### src/rtl/memory_arbiter.sv
// Arbitrates one external memory port between instruction fetch and the data path (ld/st/cx).
// cx is an atomic read-compare-write with fetch locked out; data priority is bounded by MAX_DATA_BURST.
module memory_arbiter #(
  parameter int ADDRESS_WIDTH  = 32,
  parameter int DATA_WIDTH     = 32,
  parameter int MAX_DATA_BURST = 4
) (
  input  logic                     clock,
  input  logic                     reset,
  input  logic                     fetch_request,
  input  logic [ADDRESS_WIDTH-1:0] fetch_address,
  input  logic                     fetch_cancel,
  output logic                     fetch_ready,
  output logic [DATA_WIDTH-1:0]    fetch_data,
  input  logic                     data_request,
  input  logic                     data_read,
  input  logic                     data_write,
  input  logic [ADDRESS_WIDTH-1:0] data_address,
  input  logic [DATA_WIDTH-1:0]    data_write_data,
  input  logic [DATA_WIDTH-1:0]    data_compare,
  output logic                     data_ready,
  output logic [DATA_WIDTH-1:0]    data_read_data,
  output logic                     cx_success,
  output logic [ADDRESS_WIDTH-1:0] mem_address,
  output logic                     mem_read,
  output logic                     mem_write,
  output logic [DATA_WIDTH-1:0]    mem_write_data,
  input  logic [DATA_WIDTH-1:0]    mem_read_data,
  input  logic                     mem_ready
);

  localparam int BW = $clog2(MAX_DATA_BURST + 1);

  typedef enum logic [2:0] {
    IDLE, FETCH, DATA_READ, DATA_WRITE, CX_READ, CX_WRITE, ERROR
  } state_t;

  state_t                   r_state;
  state_t                   w_state_next;
  logic                     w_grant_fetch;
  logic                     w_grant_data;
  logic                     w_fetch_eligible;
  logic                     w_burst_full;
  logic                     w_turnaround;
  logic                     w_cx_match;

  logic [BW-1:0]            r_burst;
  logic                     r_fetch_dropped;
  logic [DATA_WIDTH-1:0]    r_old;
  logic                     r_fetch_ready;
  logic [DATA_WIDTH-1:0]    r_fetch_data;
  logic                     r_data_ready;
  logic [DATA_WIDTH-1:0]    r_data_read_data;
  logic                     r_cx_success;
  logic [ADDRESS_WIDTH-1:0] r_mem_address;
  logic                     r_mem_read;
  logic                     r_mem_write;
  logic [DATA_WIDTH-1:0]    r_mem_write_data;

  assign fetch_ready    = r_fetch_ready;
  assign fetch_data     = r_fetch_data;
  assign data_ready     = r_data_ready;
  assign data_read_data = r_data_read_data;
  assign cx_success     = r_cx_success;
  assign mem_address    = r_mem_address;
  assign mem_read       = r_mem_read;
  assign mem_write      = r_mem_write;
  assign mem_write_data = r_mem_write_data;

  always_ff @(posedge clock or posedge reset) begin
    if (reset) begin
      r_state <= IDLE;
    end else begin
      r_state <= w_state_next;
    end
  end

  // A completion cycle is a turnaround with no grant: the finishing requester is still
  // holding its request, and a back-to-back data stream keeps its place for the burst limit.
  always_comb begin
    w_state_next     = r_state;
    w_grant_fetch    = 1'b0;
    w_grant_data     = 1'b0;
    w_fetch_eligible = fetch_request && !fetch_cancel && !r_fetch_ready;
    w_burst_full     = (r_burst == BW'(MAX_DATA_BURST));
    w_turnaround     = r_fetch_ready || r_data_ready;
    w_cx_match       = (mem_read_data == data_compare);
    case (r_state)
      IDLE: begin
        if (!w_turnaround) begin
          if (w_fetch_eligible && (!data_request || w_burst_full)) begin
            w_grant_fetch = 1'b1;
            w_state_next  = FETCH;
          end else if (data_request) begin
            w_grant_data = 1'b1;
            if (data_read && data_write) w_state_next = CX_READ;
            else if (data_read)          w_state_next = DATA_READ;
            else if (data_write)         w_state_next = DATA_WRITE;
            else                         w_state_next = ERROR;
          end
        end
      end
      FETCH, DATA_READ, DATA_WRITE, CX_WRITE: begin
        if (mem_ready) w_state_next = IDLE;
      end
      CX_READ: begin
        if (mem_ready) w_state_next = w_cx_match ? CX_WRITE : IDLE;
      end
      ERROR:   w_state_next = IDLE;
      default: w_state_next = IDLE;
    endcase
  end

  always_ff @(posedge clock or posedge reset) begin
    if (reset) begin
      r_burst          <= '0;
      r_fetch_dropped  <= 1'b0;
      r_old            <= '0;
      r_fetch_ready    <= 1'b0;
      r_fetch_data     <= '0;
      r_data_ready     <= 1'b0;
      r_data_read_data <= '0;
      r_cx_success     <= 1'b0;
      r_mem_address    <= '0;
      r_mem_read       <= 1'b0;
      r_mem_write      <= 1'b0;
      r_mem_write_data <= '0;
    end else begin
      r_fetch_ready <= 1'b0;
      r_data_ready  <= 1'b0;
      r_cx_success  <= 1'b0;
      case (r_state)
        IDLE: begin
          if (w_grant_fetch) begin
            r_mem_address   <= fetch_address;
            r_mem_read      <= 1'b1;
            r_mem_write     <= 1'b0;
            r_fetch_dropped <= 1'b0;
            r_burst         <= '0;
          end else if (w_grant_data) begin
            r_mem_address    <= data_address;
            r_mem_read       <= data_read;
            r_mem_write      <= data_write && !data_read;
            r_mem_write_data <= data_write_data;
            if (!data_read && !data_write) begin
              r_data_ready     <= 1'b1;
              r_data_read_data <= '0;
            end
            if (!(fetch_request && !fetch_cancel)) r_burst <= '0;
            else if (!w_burst_full)                r_burst <= r_burst + BW'(1);
          end
        end
        FETCH: begin
          if (fetch_cancel) r_fetch_dropped <= 1'b1;
          if (mem_ready) begin
            r_mem_read <= 1'b0;
            if (!r_fetch_dropped && !fetch_cancel) begin
              r_fetch_ready <= 1'b1;
              r_fetch_data  <= mem_read_data;
            end
          end
        end
        DATA_READ: begin
          if (mem_ready) begin
            r_mem_read       <= 1'b0;
            r_data_ready     <= 1'b1;
            r_data_read_data <= mem_read_data;
          end
        end
        DATA_WRITE: begin
          if (mem_ready) begin
            r_mem_write      <= 1'b0;
            r_data_ready     <= 1'b1;
            r_data_read_data <= '0;
          end
        end
        CX_READ: begin
          if (mem_ready) begin
            r_mem_read <= 1'b0;
            r_old      <= mem_read_data;
            if (w_cx_match) begin
              r_mem_write      <= 1'b1;
              r_mem_write_data <= data_write_data;
            end else begin
              r_data_ready     <= 1'b1;
              r_data_read_data <= mem_read_data;
            end
          end
        end
        CX_WRITE: begin
          if (mem_ready) begin
            r_mem_write      <= 1'b0;
            r_data_ready     <= 1'b1;
            r_cx_success     <= 1'b1;
            r_data_read_data <= r_old;
          end
        end
        default: ;
      endcase
    end
  end

endmodule

### config.mk
export PLATFORM = sky130hd
export DESIGN_NAME = memory_arbiter
export DESIGN_NICKNAME = d
export VERILOG_FILES = /design/src/rtl/memory_arbiter.sv
export SDC_FILE = /design/constraint.sdc
export NUM_CORES = 1
export LEC_CHECK = 0
export ABC_AREA = 1
export BUFFER_PORTS_ARGS = -buffer_cell sky130_fd_sc_hd__buf_4
export CORE_UTILIZATION = 49
export CTS_CLUSTER_SIZE = 12
export DETAILED_ROUTE_END_ITERATION = 8
export GPL_TIMING_DRIVEN = 0
export HOLD_SLACK_MARGIN = 0.15
export PLACE_DENSITY = 0.87
export SKIP_CTS_REPAIR_TIMING = 1
export SLEW_MARGIN = 15
export SYNTH_ARGS = -nofsm -noshare
export SYNTH_HDL_FRONTEND = slang
export SYNTH_SLANG_ARGS = --single-unit
export TNS_END_PERCENT = 5
### constraint.sdc
create_clock -name clock -period 8.1 [get_ports clock]
set_input_delay 1.62 -clock clock [delete_from_list [all_inputs] [get_ports clock]]
set_output_delay 1.62 -clock clock [all_outputs]
set_load 0.005 [all_outputs]
* Yosys cells after proc, flatten, opt, wreduce, memory -nomap -nowiden
Index checks and enable logic that the tools add are counted.
Word-level totals: flip-flop bits (word level) 172, input port bits 168, output and inout port bits 133
Cells by class: add/subtract/negate cells 1, eq/ne operators 25, muxes and demuxes 60, reduce and logical (&&, ||, !) cells 36
Operator list (number):
- two-way mux 32 bit | 14
- case mux 32 bit (5 select lines) | 1
- case mux 32 bit (2 select lines) | 1
- two-way mux 3 bit | 13
- equality test 32 bit | 1
- two-way mux 1 bit | 26
- != test 2 bit, second input constant | 13
- AND reduction 3 bit | 4
- AND reduction 5 bit | 2
- equality test 3 bit, second input constant | 3
- != test 3 bit, second input constant | 3
- case mux 3 bit (3 select lines) | 1
- AND reduction 9 bit | 1
- nonzero test 2 bit | 4
- logical AND 1 bit | 7
- equality test 3 x 2 -> 1 bit, second input constant | 2
- logical NOT 1 bit | 6
- case mux 1 bit (3 select lines) | 2
- OR reduction 3 bit | 2
- nonzero test 5 bit | 1
- != test 2 x 1 -> 1 bit, second input constant | 2
- case mux 1 bit (2 select lines) | 2
- AND reduction 2 bit | 2
- AND reduction 4 bit | 1
- 7 further kinds | 8

* Longest topological paths before layout
depth after elaboration 10, depth in mapped cells 14, mapped depth without buffers 13

* Least setup slack after synthesis
No wires, ideal clock.
path type input-to-reg, start point in mem_read_data[29], end point reg r_mem_write_data[0] (netlist: mem_write_data[0]), setup time 117 ps, arrival time 2727 ps, required time 7983 ps, slack 5256 ps, stages on the path 13, path buffers 1, cell sequence inv_1 -> nand2_1 -> nand2_1 -> nand2_1 -> nor2_1 -> nand2_1 -> nor2_1 -> nand3_2 -> nand2_2 -> nand2_1 -> buf_2 -> nand2_1 -> nand2_1
Between the ends: word-level cells in the longest chain between the ends 3
Ends and longest elaborated chain:
- start: declaration | line 28 | input logic [DATA_WIDTH-1:0] mem_read_data,
- equality test 32 bit | line 87 | w_cx_match = (mem_read_data == data_compare);
- != test 2 bit (no line)
- AND reduction 5 bit (no line)
- end signal: assignment | line 144 | r_mem_write_data <= data_write_data;
- end signal: assignment | line 183 | r_mem_write_data <= data_write_data;
- end: declaration | line 58 | logic [DATA_WIDTH-1:0] r_mem_write_data;
Every way passes these cells. A chain may end at the register's enable or synchronous reset.

* Final worst setup path
start point in mem_read_data[29], end point reg r_mem_write_data[2] (netlist: mem_write_data[2])
Same word-level chain as after synthesis.

==> flow_summary.toml <==
[sta]
tightest_slew_ns = 0.5588
rsz0062_at_grt = "false"
relSlewSlack = 0.6275
setup_ws_ns = 4.831
finalSetupTns_ns = 0
skew_ns = 0.008665
period_minus_slack_ns = 3.269
final-setup-viol-count = 0
fmax_ghz = 0.3059
hold_slack_ns = 0.4727
drv_slew = 0
period_share = 0.4036
hold_viol = 0

[cells_and_area]
antennaDiodeCount = 0
fin_nets = 1457
drive_above_1_share = 0.2907
syn2layout_area_growth_pct = 39.24
nFillCells = 1288

[global_routing]
grt_antenna_before_repair = 0
grt_pass1_wl_mm = 36.23
globalRouteOverflowTotal = 0
grt_max_degree = 107
gr-usage-all-layers = 0.2850
grt_pass1_vias = 7357

[placed_design]
portBuffers = 300
globalplace.congestion = 0.9280
place_hpwl_mm = 17.85
pre_cts_slack_ns = 4.392

[outcome]
status = "complete, no violations"

[critical_path]
start_kind = "input port"
path_max_fanout = 10
ff2ff_path_depth = 11
cp.required_ns = 8.42
arrival_ns = 3.59
crit_type = "input port to flop"
worstSetupEndpointType = "flop"

[run]
cap_violations = 0

[synth]
async_flop_share = 1.000
syn_inst = 964
synth_seq_cells = 172
synth_area_um2 = 7926
synth_nets = 1137
synth_enable_flop_cells = 0
yosysSeqAreaShare = 0.5430
ys.warnings.count = 0
syn_area_per_cell_um2 = 8.222
yosysUniqueCellTypes = 30
synthFlopType = "dfrtp_1"

[route]
drt-total-wl_mm = 23.95
via_count = 7831
wl_per_cell_um = 15.83
drtPass1Iterations = 5
antenna_left = 0
drc = 0
avgViaCountPerCell = 5.176
drt_iter0_drc = 506

[floorplanning]
io-pin-count = 301
start_util = 0.5008
coreArea_um2 = 15830
die_y_um = 129.2
die-area_um2 = 16690
die_w_um = 129.2
rows = 46

[power_and_ir_drop]
ir_worst_vdd_v = 0.0001986
p_leak_nw = 5.782
powerDensity_nw_per_um2 = 349.0

[clocking]
clk_path_buf_depth = 2
clock-root-buffer = "clkbuf_16"
clkLatencyLatePin_ns = 0.43
clkSlewWorstSetupHoldPaths_ns = 0.07
cts-buffers-inserted = 17
clkSinkCount = 172
h-tree-depth = 4
cts_tree = "done"

[worst_hold_path]
holdPathStages = 2
min_path_type = "flop to flop"
-- layout by cell type (no fill, tap or decap), types with 2 or more instances in the layout --
cell / n
nand3_1: 70
a21oi_1: 36
inv_2: 5
nand2_2: 5
buf_4: 302
nor2_4: 3
ha_1: 5
clkinv_2: 2
o21ai_0: 130
nor2_1: 52
inv_4: 3
inv_6: 2
clkbuf_1: 31
clkbuf_16: 17
inv_1: 55
xnor2_1: 21
buf_6: 6
dfrtp_1: 172
nand2_1: 333
nand3_2: 3
o21ai_1: 8
clkinv_4: 2
buf_2: 13
a21oi_2: 2
clkinvlp_4: 6
-- flip-flops by register name, summed over array words and instances (netlist names) --
| register | flops |
|---|---|
| r_fetch_dropped | 1 |
| fetch_ready | 1 |
| mem_address | 32 |
| fetch_data | 32 |
| mem_write | 1 |
| r_burst | 3 |
| cx_success | 1 |
| mem_read | 1 |
| r_old | 32 |
| r_state | 3 |
| data_read_data | 32 |
| data_ready | 1 |
| mem_write_data | 32 |
-- area by class of cell --
| class | count | area, um^2 | share of cell area |
|---|---|---|---|
| flip-flops and latches | 172 | 4304 | 0.3900 |
| multi-input cells | 678 | 3118 | 0.2825 |
| repair buffers | 301 | 2280 | 0.2066 |
| clock buffers | 19 | 432.9 | 0.03922 |
| well taps | 216 | 270.3 | 0.02449 |
| plain buffers | 50 | 256.5 | 0.02324 |
| inverters | 64 | 255.2 | 0.02313 |
| clock inverters | 13 | 120.1 | 0.01088 |
-- report_power, final --
part	leakage (nW)	switching [W]	internal, W	total [W]
clock	0.252	0.000348	0.000424	0.000772
sequential	2.15	0.000226	0.00124	0.00147
combinational	3.38	0.000874	0.000738	0.00161
total	5.78	0.00145	0.00240	0.00385
-- routing by layer --
layer | track usage | share of wire | vias up
met4 | 0.1239 | 0.029 | 0
met5 | 0 | 0 | -
met1 | 0.3369 | 0.39 | 3735
met3 | 0.06400 | 0.075 | 53
li1 | - | - | 3724
met2 | 0.4984 | 0.51 | 319
-- logic make-up after synthesis --
logic type	Yosys count	share of synthesized area
compound gates	179	0.1152
fa+ha+maj	5	0.007893
flops	172	0.5430
xor+xnor	21	0.02320
buf+inv	114	0.06361
simple gates	473	0.2470
-- per-stage QoR --
stage / instance area, um^2 / total power, W / utilization / cells
6_report: 11040 / 0.003852 / 0.6973 / 1513
5_1_grt: 11040 / 0.004112 / 0.6973 / 1513
4_1_cts: 11040 / 0.003869 / 0.6973 / 1513
3_5_place_dp: 10480 / 0.003086 / 0.6624 / 1481
3_3_place_gp: 10450 / 0.003014 / 0.6602 / 1480
2_1_floorplan: 7926 / 0.002264 / - / 964
-- path summary, 6_finish.rpt --
path / startpoint / end / slack, ns
setup reg to reg: r_burst[0]$_DFFE_PP0P_ / mem_write_data[2]$_DFFE_PP0P_ / 6.06
min in group asynchronous: reset / mem_address[21]$_DFFE_PP0P_ / 1.22
max in group asynchronous: reset / mem_write_data[15]$_DFFE_PP0P_ / 5.97
hold reg to reg: mem_write$_DFFE_PP0P_ / mem_write$_DFFE_PP0P_ / 0.47
setup / recovery: mem_read_data[29] / mem_write_data[2]$_DFFE_PP0P_ / 4.83
hold / removal: mem_write$_DFFE_PP0P_ / mem_write$_DFFE_PP0P_ / 0.47
-- cells in the mapped netlist (all sizes together), types with 2 or more instances --
master	n	area [um^2]
nand2	339	1292
dfrtp	172	4304
o21ai	138	690.7
nand3	73	380.4
inv	64	247.7
nor2	55	229.0
a21oi	38	197.7
clkbuf	29	108.9
buf	21	147.6
xnor2	21	183.9
ha	5	62.56
nor3	2	15.01
-- worst max-delay path: stages --
cell and delay, ns:
buf_4 0.11, inv_1 0.11, nand2_1 0.06, nand2_1 0.06, nand2_1 0.10, nor2_1 0.20, nand2_1 0.08, nor2_1 0.30
nand3_2 0.23, nand2_2 0.19, nand2_1 0.13, buf_2 0.22, nand2_1 0.10, nand2_1 0.07
Note: power is estimated with default switching activity, not from simulation.
